[config.mk]
export PLATFORM = sky130hd
export DESIGN_NAME = wb_commit_unit
export DESIGN_NICKNAME = d
export VERILOG_FILES = /design/src/rtl/wb_commit_unit_pkg.sv /design/src/rtl/wb_commit_unit_load_extract.sv /design/src/rtl/wb_commit_unit.sv
export SDC_FILE = /design/constraint.sdc
export NUM_CORES = 1
export LEC_CHECK = 0
export ABC_AREA = 1
export CAP_MARGIN = 10
export CORE_ASPECT_RATIO = 1.1
export CORE_UTILIZATION = 35
export DETAILED_ROUTE_END_ITERATION = 7
export PLACE_DENSITY = 0.73
export SYNTH_ARGS = -nofsm -noshare
export SYNTH_HDL_FRONTEND = slang
export SYNTH_SLANG_ARGS = --single-unit
[constraint.sdc]
create_clock -name clk -period 2.1 [get_ports clk]
set_clock_uncertainty 0.1 [all_clocks]
set_input_delay 0.315 -clock clk [delete_from_list [all_inputs] [get_ports clk]]
set_output_delay 0.315 -clock clk [all_outputs]
set_load 0.02 [all_outputs]
[src/rtl/wb_commit_unit_pkg.sv]
// Shared constants for the write-back/commit stage: result-source selects,
// load funct3 codes, FSM encoding and instruction field positions.
package wb_commit_unit_pkg;

   localparam logic [1:0] WB_ALU = 2'd0;
   localparam logic [1:0] WB_MEM = 2'd1;
   localparam logic [1:0] WB_PC4 = 2'd2;

   localparam logic [2:0] F3_LB  = 3'b000;
   localparam logic [2:0] F3_LH  = 3'b001;
   localparam logic [2:0] F3_LW  = 3'b010;
   localparam logic [2:0] F3_LBU = 3'b100;
   localparam logic [2:0] F3_LHU = 3'b101;

   localparam int RD_LSB = 7;
   localparam int RD_MSB = 11;
   localparam int F3_LSB = 12;
   localparam int F3_MSB = 14;

   typedef enum logic [1:0] {
      ST_IDLE     = 2'd0,
      ST_WAIT_MEM = 2'd1,
      ST_COMMIT   = 2'd2
   } state_e;

endpackage

[src/rtl/wb_commit_unit_load_extract.sv]
// Combinational load-data extraction: selects byte/half/word from the raw
// memory word by byte offset and sign- or zero-extends it.
module load_extract
   import wb_commit_unit_pkg::*;
(
   input  logic [2:0]  funct3,
   input  logic [1:0]  addr_lo,
   input  logic [31:0] rdata,
   output logic [31:0] ext_data
);

   logic [7:0]  byte_sel;
   logic [15:0] half_sel;

   always_comb begin
      byte_sel = 8'h00;
      case (addr_lo)
         2'd0:    byte_sel = rdata[7:0];
         2'd1:    byte_sel = rdata[15:8];
         2'd2:    byte_sel = rdata[23:16];
         default: byte_sel = rdata[31:24];
      endcase
      half_sel = addr_lo[1] ? rdata[31:16] : rdata[15:0];

      // Unknown codes fall back to a full word; misalignment never traps.
      case (funct3)
         F3_LB:   ext_data = {{24{byte_sel[7]}}, byte_sel};
         F3_LBU:  ext_data = {24'h000000, byte_sel};
         F3_LH:   ext_data = {{16{half_sel[15]}}, half_sel};
         F3_LHU:  ext_data = {16'h0000, half_sel};
         default: ext_data = rdata;
      endcase
   end

endmodule

[src/rtl/wb_commit_unit.sv]
// Write-back/commit stage: accepts retiring instructions, waits for load data
// when needed, and drives a registered register-file write port.
module wb_commit_unit
   import wb_commit_unit_pkg::*;
#(
   parameter int XLEN = 32,
   parameter int RAW  = 5,
   parameter int CNTW = 64
) (
   input  logic            clk,
   input  logic            rst_n,
   input  logic            in_valid,
   output logic            in_ready,
   input  logic [31:0]     in_inst,
   input  logic [XLEN-1:0] in_alu,
   input  logic [XLEN-1:0] in_pc4,
   input  logic [1:0]      in_wbsel,
   input  logic            in_regwen,
   input  logic [1:0]      in_addr_lo,
   input  logic            mem_rvalid,
   input  logic [XLEN-1:0] mem_rdata,
   output logic            rf_wen,
   output logic [RAW-1:0]  rf_addr,
   output logic [XLEN-1:0] rf_data,
   output logic            fwd_valid,
   output logic [CNTW-1:0] instret,
   output logic            stray_rsp
);

   state_e          state_q, state_d;
   logic [RAW-1:0]  rd_q, rd_d;
   logic [2:0]      f3_q, f3_d;
   logic            regwen_q, regwen_d;
   logic [1:0]      addr_lo_q, addr_lo_d;
   logic            rf_wen_q, rf_wen_d;
   logic [RAW-1:0]  rf_addr_q, rf_addr_d;
   logic [XLEN-1:0] rf_data_q, rf_data_d;
   logic [CNTW-1:0] instret_q, instret_d;
   logic            stray_q, stray_d;

   logic            accept;
   logic [RAW-1:0]  in_rd;
   logic [2:0]      in_f3;
   logic [XLEN-1:0] ext_data;
   logic            unused_inst_bits;

   assign in_rd            = in_inst[RD_MSB:RD_LSB];
   assign in_f3            = in_inst[F3_MSB:F3_LSB];
   assign unused_inst_bits = ^{in_inst[31:F3_MSB+1], in_inst[RD_LSB-1:0]};

   // Handshake: a transfer happens on a rising edge where in_valid && in_ready.
   // in_ready depends on state alone, so the producer may hold in_valid freely.
   assign in_ready = (state_q != ST_WAIT_MEM);
   assign accept   = in_valid && in_ready;

   load_extract u_load_extract (
      .funct3   (f3_q),
      .addr_lo  (addr_lo_q),
      .rdata    (mem_rdata),
      .ext_data (ext_data)
   );

   always_comb begin
      state_d   = state_q;
      rd_d      = rd_q;
      f3_d      = f3_q;
      regwen_d  = regwen_q;
      addr_lo_d = addr_lo_q;
      rf_wen_d  = 1'b0;
      rf_addr_d = rf_addr_q;
      rf_data_d = rf_data_q;
      instret_d = instret_q;
      stray_d   = stray_q | (mem_rvalid && (state_q != ST_WAIT_MEM));

      case (state_q)
         ST_WAIT_MEM: begin
            if (mem_rvalid) begin
               state_d   = ST_COMMIT;
               rf_wen_d  = regwen_q && (rd_q != '0);
               rf_addr_d = rd_q;
               rf_data_d = ext_data;
               instret_d = instret_q + CNTW'(1);
            end
         end
         default: begin
            if (!accept) begin
               state_d = ST_IDLE;
            end else if (in_wbsel == WB_MEM) begin
               // rf_* keep their last values until the load data arrives.
               state_d   = ST_WAIT_MEM;
               rd_d      = in_rd;
               f3_d      = in_f3;
               regwen_d  = in_regwen;
               addr_lo_d = in_addr_lo;
            end else begin
               state_d   = ST_COMMIT;
               rf_wen_d  = in_regwen && (in_rd != '0);
               rf_addr_d = in_rd;
               rf_data_d = (in_wbsel == WB_PC4) ? in_pc4 : in_alu;
               instret_d = instret_q + CNTW'(1);
            end
         end
      endcase
   end

   always_ff @(posedge clk or negedge rst_n) begin
      if (!rst_n) begin
         state_q   <= ST_IDLE;
         rd_q      <= '0;
         f3_q      <= '0;
         regwen_q  <= 1'b0;
         addr_lo_q <= '0;
         rf_wen_q  <= 1'b0;
         rf_addr_q <= '0;
         rf_data_q <= '0;
         instret_q <= '0;
         stray_q   <= 1'b0;
      end else begin
         state_q   <= state_d;
         rd_q      <= rd_d;
         f3_q      <= f3_d;
         regwen_q  <= regwen_d;
         addr_lo_q <= addr_lo_d;
         rf_wen_q  <= rf_wen_d;
         rf_addr_q <= rf_addr_d;
         rf_data_q <= rf_data_d;
         instret_q <= instret_d;
         stray_q   <= stray_d;
      end
   end

   assign rf_wen    = rf_wen_q;
   assign fwd_valid = rf_wen_q;
   assign rf_addr   = rf_addr_q;
   assign rf_data   = rf_data_q;
   assign instret   = instret_q;
   assign stray_rsp = stray_q;

endmodule

### After elaboration in Yosys (flattened, before gate mapping)

Index checks and enable logic that the tools add are counted.

* output and inout port bits: 105
* bits in registers: 116
* bits of input ports: 137

* add/sub/neg operators: 1
* equal/unequal tests: 11
* bitwise logic cells: 2
* multiplexer cells: 24
* reductions and logical operators: 11

Operators with widths (count)
* 2-to-1 mux 64 bit: 4
* 2-to-1 mux 32 bit: 5
* case mux 32 bit (4 select lines): 1
* adder 64 x 1 -> 64 bit (second input constant): 1
* case mux 8 bit (3 select lines): 1
* 2-to-1 mux 5 bit: 4
* 2-to-1 mux 16 bit: 1
* nonzero test 5 bit: 2
* 2-to-1 mux 2 bit: 4
* equality test 2 x 1 -> 1 bit (second input constant): 3
* equality test 3 bit (second input constant): 2
* AND reduction 3 bit: 2
* equality test 2 bit (second input constant): 2
* logical AND 1 bit: 4
* 2-to-1 mux 1 bit: 4
* inequality test 2 x 1 -> 1 bit (second input constant): 2
* equality test 3 x 1 -> 1 bit (second input constant): 1
* zero test 3 bit: 1
* zero test 2 bit: 1
* inequality test 2 bit (second input constant): 1
* nonzero test 2 bit: 1
* NOT 1 bit: 1
* OR 1 bit: 1

### Logic depth before layout (Yosys ltp)

Gate-level depths: netlist of the first run.

* depth after elaboration: 5
* depth in mapped cells: 12

### By module

Synthesis of the first run repeated with hierarchy kept, for this count alone.

* cell total of the unflattened synthesis: 1030
* area, all modules: 7362.1 µm²

Modules (own cells, without submodules)
* wb_commit_unit: area each 6466.2 µm², cells an instance 838, seq. area each 2902.8 µm², times used 1
* load_extract: area each 895.9 µm², cells an instance 192, seq. area each 0.0 µm², times used 1

### Worst setup path after synthesis of the first run

Ideal clock, no wire load.

* path type: reg-to-reg
* start point: reg instret_q[0], in the netlist instret[0]
* end point: reg instret_q[20], in the netlist instret[20]
* arrival time: 1.573 ns
* path slack: 0.296 ns
* stages on the path, launching flop included: 10
* buffers on the path: 0
* required time: 1.870 ns
* cell sequence: dfrtp_1 ha_1 inv_2 nor2_4 nand2_2 inv_1 nand3b_2 nor2_4 nand2_1 xnor2_1

* longest elaborated chain between the ends: 4

Ends and longest elaborated chain
* start: declaration: RTL line wb_commit_unit.sv:38 `logic [CNTW-1:0] instret_q, instret_d;`
* start signal: assignment: RTL line wb_commit_unit.sv:127 `instret_q <= instret_d;`
* adder 64 x 1 -> 64 bit (*): RTL line wb_commit_unit.sv:82, wb_commit_unit.sv:100
* 2-to-1 mux 64 bit: RTL line wb_commit_unit.sv:88 `end else if (in_wbsel == WB_MEM) begin`
* 2-to-1 mux 64 bit: RTL line wb_commit_unit.sv:86 `if (!accept) begin`
* 2-to-1 mux 64 bit (*): RTL line wb_commit_unit.sv:75 `case (state_q)`

Every way passes the cells marked *; elsewhere a longest branch is shown, timed or not. The select of a mux whose other input is x is not followed.
A chain may end at the register's enable or synchronous reset.

### Worst setup path in the final report of the first run

* start point: reg instret_q[53], in the netlist instret[53]
* end point: out instret[53]

RTL lines
* end: declaration: RTL line wb_commit_unit.sv:26 `output logic [CNTW-1:0] instret,`

No word-level cell between the ends.

==> run metrics, run 1 <==
worst-path cell chain=clkdlybuf4s50_1; initial antenna violation count=0; Placement Rows=between 50 and 60; switching share of power=0.331; Setup CP Type=flop to output port; FF+latch area=0.00290 mm^2; Avg Vias per Cell=4.90; CORE AREA=~0.021 mm^2; Sequential Power Share=0.344; area grow syn2layout=43.6%; P_sw=0.00281 W; Netlist Area Pre-Place=roughly 0.0076 mm^2; Die ar.=0.0223 mm^2; ys async rst share=1.00; root buf cell=clkbuf_16; largest net degree at the start of global routing=65; Lkg Pwr=approximately 4.7 nW; gr busiest metal=met2; M2 GR Usage=0.424; routed vias=8220; status=finished, final reports clean; area taken by multi-input logic gates=roughly 0.0041 mm^2; CP Capture Type=output port; post-route cell area=~0.011 mm^2; number of CTS-inserted buffers=17; Die Ht=around 160 um; Cells after Synth=1143; First-pass DRT Iterations=6; worst path arrival time=between 1.5 and 2 ns; Syn Area/Cell=roughly 6.6 um^2; setup_tns=0 ns; Max FO, Critical Path=6; register area share after synthesis=0.382; cell total after placement=1643; most common cell after layout, fill and taps aside=nand2_1; clock buffer depth=2; Post-DP HPWL=between 20 and 25 mm; final critical-path required period=between 1.5 and 2 ns; Initial Util=0.357; combinational power share=0.297; CP bufs+invs=1; Placed Area=0.0103 mm^2; Worst Path Required=approximately 1.7 ns; routability congestion estimate from global placement=roughly 0.94; hold_ws=0.252 ns; clock slew at reported path FFs=approximately 0.060 ns; final WL=about 25 mm; diode count=0; H-tree levels=4; ys flop type=dfrtp_1; Peak VDD IR=0.525 mV; Port Buffers=about 220; vias in the first global route=roughly 8000; FF+latch count, synth=about 120; most frequent cells in the layout=nand2_1 (387), clkdlybuf4s50_1 (215), nor2_1 (192), dfrtp_1 (116), inv_1 (87); P per Cell Area=slightly below 800 mW/mm^2; DRC=0; met1 usage=0.262; grt ovf=0; Iter 0 DRT Violations=roughly 380; Post-synth EDFFs=0; Max Fclk=roughly 0.5 GHz; Hold Vio Cnt, Final=0; final net count=around 1500; layout cells sized above 1=0.0837; max cap viols=0; antenna viol nets, final=0; cell family with most CP delay=buffers and inverters; synthesized net count=1281; Fill cells=~2100; boundary pin count=roughly 240; CP max stage cell=clkdlybuf4s50_1; max incr delay on CP=around 0.67 ns; Die Span X=approximately 140 um; internal power=around 0.0057 W; final core occ=0.513; Setup-failing EPs final=0; Netlist cell types=41; Final period util=0.948; clock share of power=0.359; Slew HR=0.511; first-pass GRT wire length=~41 mm; clk_lat worst skew=between 0.4 and 0.5 ns; CP startpoint kind=flop; Worst-Margin Slew=between 0.7 and 0.8 ns; Wirelength per Cell=approximately 15 um; GR Util met3=0.0539; CTS sink count=116; hold crit path type=primary input to async pin; synth warn=0; final slew viol count=0; fin cells=1676; CTS tree=built; unrepaired setup endpoints after global routing=false; Overall Global Routing Usage=0.238; postcts setup bufs=0
state kept, by name, summed over array words and instances, names as in the netlist:
name       cells
instret       64
rf_data       32
rd_q           5
rf_addr        5
f3_q           3
addr_lo_q      2
state_q        2
fwd_valid      1
regwen_q       1
stray_rsp      1
per-layer routing:
| metal | vias up | share of wire |
|---|---|---|
| li1 | 4087 | - |
| met1 | 3756 | 0.40 |
| met3 | 66 | 0.060 |
| met2 | 311 | 0.50 |
| met4 | 0 | 0.043 |
| met5 | - | 0 |
power by group through the flow:
| stage | logic [W] | registers (W) | clock network, W |
|---|---|---|---|
| 6_report | 0.00253 | 0.00293 | 0.00305 |
| 3_5_place_dp | 0.00253 | 0.00295 | 0 |
| 3_3_place_gp | 0.00248 | 0.00296 | 0 |
| 5_1_grt | 0.00276 | 0.00296 | 0.00319 |
| 2_1_floorplan | 0.000957 | 0.00321 | 0 |
| 4_1_cts | 0.00254 | 0.00293 | 0.00309 |
path summary, 6_finish.rpt:
check                                 start     endpoint  slack (ns)  depth (start not counted)
worst min register to register  rf_data[26]  rf_data[26]        0.38                          2
worst max-delay path            instret[53]  instret[53]        0.11                          1
worst max register to register   instret[1]  instret[38]        0.16                          9
min in group clk                rf_data[26]  rf_data[26]        0.38                          2
max in group asynchronous             rst_n  instret[44]        1.05                          3
worst min-delay path                  rst_n      rd_q[2]        0.25                          2
cell usage after synthesis, types with 2 or more instances:
library cell / n / share of area
clkbuf_1: 16 / 0.0079
nor2_2: 17 / 0.014
o21ai_0: 54 / 0.036
inv_2: 4 / 0.0020
nand3b_1: 2 / 0.0020
o31ai_1: 2 / 0.0020
nand3b_2: 2 / 0.0030
a21oi_1: 50 / 0.033
nor2_4: 9 / 0.013
nand2_1: 387 / 0.19
nand4_1: 18 / 0.015
buf_4: 7 / 0.0069
nand3_1: 75 / 0.049
o21ai_1: 10 / 0.0066
nand2_2: 8 / 0.0066
xnor2_1: 18 / 0.021
inv_1: 87 / 0.043
buf_2: 14 / 0.0092
dfrtp_1: 116 / 0.38
nand2_4: 4 / 0.0059
nand3_2: 3 / 0.0040
buf_6: 3 / 0.0044
xor2_1: 18 / 0.021
a31oi_1: 7 / 0.0058
nor2_1: 192 / 0.095
nor3_1: 5 / 0.0033
cell families (layout without fill, tap and decap cells):
kind of cell / Yosys count / after routing / synth area share
flops: 116 / 116 / 0.382
simple gates: 728 / 728 / 0.412
xor+xnor: 36 / 36 / 0.0415
buf+inv: 134 / 377 / 0.0751
compound gates: 128 / 128 / 0.0881
fa+ha+maj: 1 / 1 / 0.00165
final cells by class:
| cell class | instances | share of cell area |
|---|---|---|
| clock inverter | 7 | 0.0109 |
| timing repair buffer | 252 | 0.234 |
| inverter | 93 | 0.0321 |
| multi-input combinational | 893 | 0.379 |
| tap | 290 | 0.0332 |
| clock buffer | 25 | 0.0454 |
| sequential | 116 | 0.266 |
metrics by stage:
stage | total power [W] | worst slack, ns
2_1_floorplan | 0.00417 | 0.296
3_3_place_gp | 0.00544 | -0.0581
3_5_place_dp | 0.00548 | -0.0469
4_1_cts | 0.00856 | 0.00637
5_1_grt | 0.00891 | 0.0438
6_report | 0.00850 | 0.109
timing repair:
item,4_1_cts,5_1_grt
endpoints found under the setup margin,1,1
hold buffers,1,0
endpoints found under the hold margin,107,0
gates resized for setup,1,1
No activity file was read; power rests on OpenSTA's default activity.
==> inputs of run 2 (changes only) <==
--- a/config.mk
+++ b/config.mk
@@ -5,12 +5,13 @@
 export SDC_FILE = /design/constraint.sdc
 export NUM_CORES = 1
 export LEC_CHECK = 0
-export ABC_AREA = 1
+export ABC_AREA = 0
 export CAP_MARGIN = 10
 export CORE_ASPECT_RATIO = 1.1
 export CORE_UTILIZATION = 35
 export DETAILED_ROUTE_END_ITERATION = 7
-export PLACE_DENSITY = 0.73
+export PLACE_DENSITY = 0.76
+export SKIP_LAST_GASP = 1
 export SYNTH_ARGS = -nofsm -noshare
 export SYNTH_HDL_FRONTEND = slang
 export SYNTH_SLANG_ARGS = --single-unit
==> run 2 against run 1 <==
Synthesized cell count shrank 44%. Design area shrank 7.8%. Non-clock buffer count increased by 56. Highest routed layer unchanged. Sequential cell count unchanged. Worst hold slack improved by 0.064 ns.
==> run metrics, run 2 <==
final core occ=0.583 (+0.0705); Lkg Pwr=4.31 nW (-9.1%); boundary pin count=242 (unchanged); final slew viol count=0 (unchanged); critical path launch point=instret[9]; Setup-failing EPs final=0 (unchanged); Overall Global Routing Usage=0.230 (-0.00785); P per Cell Area=763 mW/mm^2 (-2.0%); ys async rst share=1.00 (unchanged); unrepaired setup endpoints after global routing=true; layout cells sized above 1=0.214 (+0.130); R2R Setup Slk=0.02 ns (-0.14 ns); most common cell after layout, fill and taps aside=clkdlybuf4s50_1; Worst-Margin Slew=0.558 ns (-0.167 ns); FF+latch count, synth=116 (unchanged); First-pass DRT Iterations=5 (-1); routability congestion estimate from global placement=0.872 (-7.2%); Die Ht=142 um (-9.2%); Die Span X=129 um (-9.2%); Die ar.=0.0184 mm^2 (-18%); CORE AREA=0.0173 mm^2 (-19%); Cells after Synth=643 (-44%); post-route cell area=0.0101 mm^2 (-7.8%); Placement Rows=50 (-11%); final critical-path required period=2.08 ns (+0.0924 ns); Initial Util=0.362 (+0.00509); Post-synth EDFFs=0 (unchanged); first-pass GRT wire length=32.2 mm (-21%); Sequential Power Share=0.356 (+0.012); CP Capture Point=instret[29]; internal power=0.00540 W (-5.1%); status=finished, final reports clean; Worst Path Required=2.33 ns (+0.65 ns); Yosys top cell by area=dfrtp_1; Syn Area/Cell=9.72 um^2 (+46%); ys flop type=dfrtp_1; final WL=20.5 mm (-19%); register area share after synthesis=0.465 (+0.0826); clock buffer depth=2 (unchanged); worst r2r path cells=5 (-4); Slew HR=0.628 (+0.117); number of CTS-inserted buffers=17 (unchanged); fin cells=1184 (-29%); Hold Vio Cnt, Final=0 (unchanged); clock slew at reported path FFs=0.06 ns (about the same); top cells by area, synth=dfrtp_1 (46%), mux2_2 (7.2%), xnor2_1 (4.5%), xor2_1 (4.3%), nand2_1 (4.0%); Max Fclk=0.480 GHz (-4.4%); grt ovf=0 (unchanged); Netlist Area Pre-Place=0.00625 mm^2 (-18%); H-tree levels=4 (unchanged); CTS sink count=116 (unchanged); final net count=1075 (-29%); total power=0.00768 W (-9.7%); synthesized net count=781 (-39%); CP startpoint kind=flop; reg2reg start=instret[9]; Iter 0 DRT Violations=390 (+3.4%); Port Buffers=217 (unchanged); Netlist cell types=49 (+20%); CTS tree=built; worst path arrival time=2.32 ns (+0.74 ns); Peak VDD IR=0.539 mV (+2.8%); diode count=0 (unchanged); clock share of power=0.381 (+0.022); Final period util=0.992 (+0.0440); most frequent cells in the layout=clkdlybuf4s50_1 (215), dfrtp_1 (107), buf_4 (83), nand2_1 (64), nor2_1 (43); Placed Area=0.00927 mm^2 (-9.8%); max reg flops=64 (unchanged); clk_lat worst skew=0.42 ns (about the same); DRC=0 (unchanged); cell total after placement=1143 (-30%); Avg Vias per Cell=5.24 (+6.8%); root buf cell=clkbuf_16; vias in the first global route=6272 (-22%); CP Capture Type=flop; most common cell in the synthesized netlist=dfrtp_1; largest net degree at the start of global routing=45 (-31%); combinational power share=0.263 (-0.034); P_sw=0.00228 W (-19%); hold crit path type=primary input to async pin; Post-DP HPWL=15.0 mm (-25%); antenna viol nets, final=0 (unchanged); Setup CP Type=flop to flop; max cap viols=0 (unchanged); Wirelength per Cell=17.3 um (+15%); routed vias=6201 (-25%); R2R Path End=instret[29]; area grow syn2layout=61.1%; synth warn=0 (unchanged); initial antenna violation count=0 (unchanged); switching share of power=0.297 (-0.0338); Synth top area share=0.465 (+0.0826); Max FO, Critical Path=5 (-1); most instantiated cells after synthesis=dfrtp_1 (116), nand2_1 (66), nor2_1 (44)
run 2: cell types whose count changed in the layout (fill, tap and decap cells not counted), sizes merged, moves of 14 or more:
| cell | before | now |
|---|---|---|
| buf | 35 | 91 |
| inv | 92 | 19 |
| xnor2 | 18 | 32 |
| nor2 | 219 | 44 |
| o21ai | 64 | 43 |
| nor3 | 6 | 25 |
| a21oi | 50 | 36 |
| mux2 | 0 | 40 |
| nand2 | 399 | 66 |
| nand3 | 79 | 28 |
| mux2i | 0 | 14 |
run 2: timing repair:
item                                   in CTS  in global routing
setup buffers                               0                  7
endpoints found under the hold margin      35                  0
gates cloned                                0                  1
hold buffers                                1                  0
gates resized for setup                     2                 26
setup endpoints to repair                  10                 34
pin swaps                                   1                  7
run 2: kinds of logic after synthesis:
logic type      synth area share
compound gates             0.114
xor+xnor                  0.0883
fa+ha+maj                0.00200
buf+inv                   0.0358
flops                      0.465
mux                       0.0945
simple gates               0.201
run 2: power by group through the flow:
| stage | clock, W | sequential, W | combinational [W] |
|---|---|---|---|
| 2_1_floorplan | 0 | 0.00297 | 0.000670 |
| 4_1_cts | 0.00296 | 0.00272 | 0.00199 |
| 5_1_grt | 0.00306 | 0.00277 | 0.00217 |
| 3_5_place_dp | 0 | 0.00275 | 0.00198 |
| 6_report | 0.00293 | 0.00273 | 0.00202 |
| 3_3_place_gp | 0 | 0.00275 | 0.00195 |
run 2: final cells by class:
| type | count | area, um^2 |
|---|---|---|
| fill | 1470 | 7200 |
| multi-input combinational | 474 | 3260 |
| timing repair buffer | 308 | 2930 |
| sequential | 116 | 2910 |
| clock buffer | 21 | 450 |
| tap | 234 | 293 |
| clock inverter | 11 | 135 |
| inverter | 20 | 82.6 |
run 2: worst min-delay path by stage:
stage          start  cells after the start  slack, ns           end
2_1_floorplan  rst_n                      0      -0.08  addr_lo_q[0]
3_3_place_gp   rst_n                      1       0.22   instret[44]
3_5_place_dp   rst_n                      1       0.22   instret[44]
4_1_cts        rst_n                      2       0.32   instret[44]
5_1_grt        rst_n                      2       0.36   instret[44]
6_report       rst_n                      2       0.32   instret[44]
run 2: through the flow:
step                      hold slack, ns  setup TNS (ns)  setup WS (ns)
after floorplan                  -0.0806               0         0.0129
after global placement             0.222          -19.32         -0.402
after detailed placement           0.219          -21.61         -0.392
after CTS                          0.321         -0.0707        -0.0208
after global routing               0.364          -0.503         -0.117
final                              0.317               0         0.0168
run 2: critical path: stages (launching register included):
cell	delay, ns
dfrtp_2	0.42
nand4_4	0.11
or4_1	0.52
or4b_4	0.56
nor3_4	0.15
xnor2_1	0.14
run 2: metal layers:
layer  track usage  share of wire  vias to the layer above
li1              -              -                     2892
met1         0.277           0.40                     3003
met2         0.387           0.51                      272
met3        0.0568          0.070                       34
met4         0.100          0.024                        0
met5             0              0                        -
==> inputs of run 3 (changes only) <==
--- a/config.mk
+++ b/config.mk
@@ -6,7 +6,7 @@
 export NUM_CORES = 1
 export LEC_CHECK = 0
 export ABC_AREA = 0
-export CAP_MARGIN = 10
+export CAP_MARGIN = 20
 export CORE_ASPECT_RATIO = 1.1
 export CORE_UTILIZATION = 35
 export DETAILED_ROUTE_END_ITERATION = 7
==> results of run 3 <==
Final layout, timing and power as in run 2 (identical DEF).
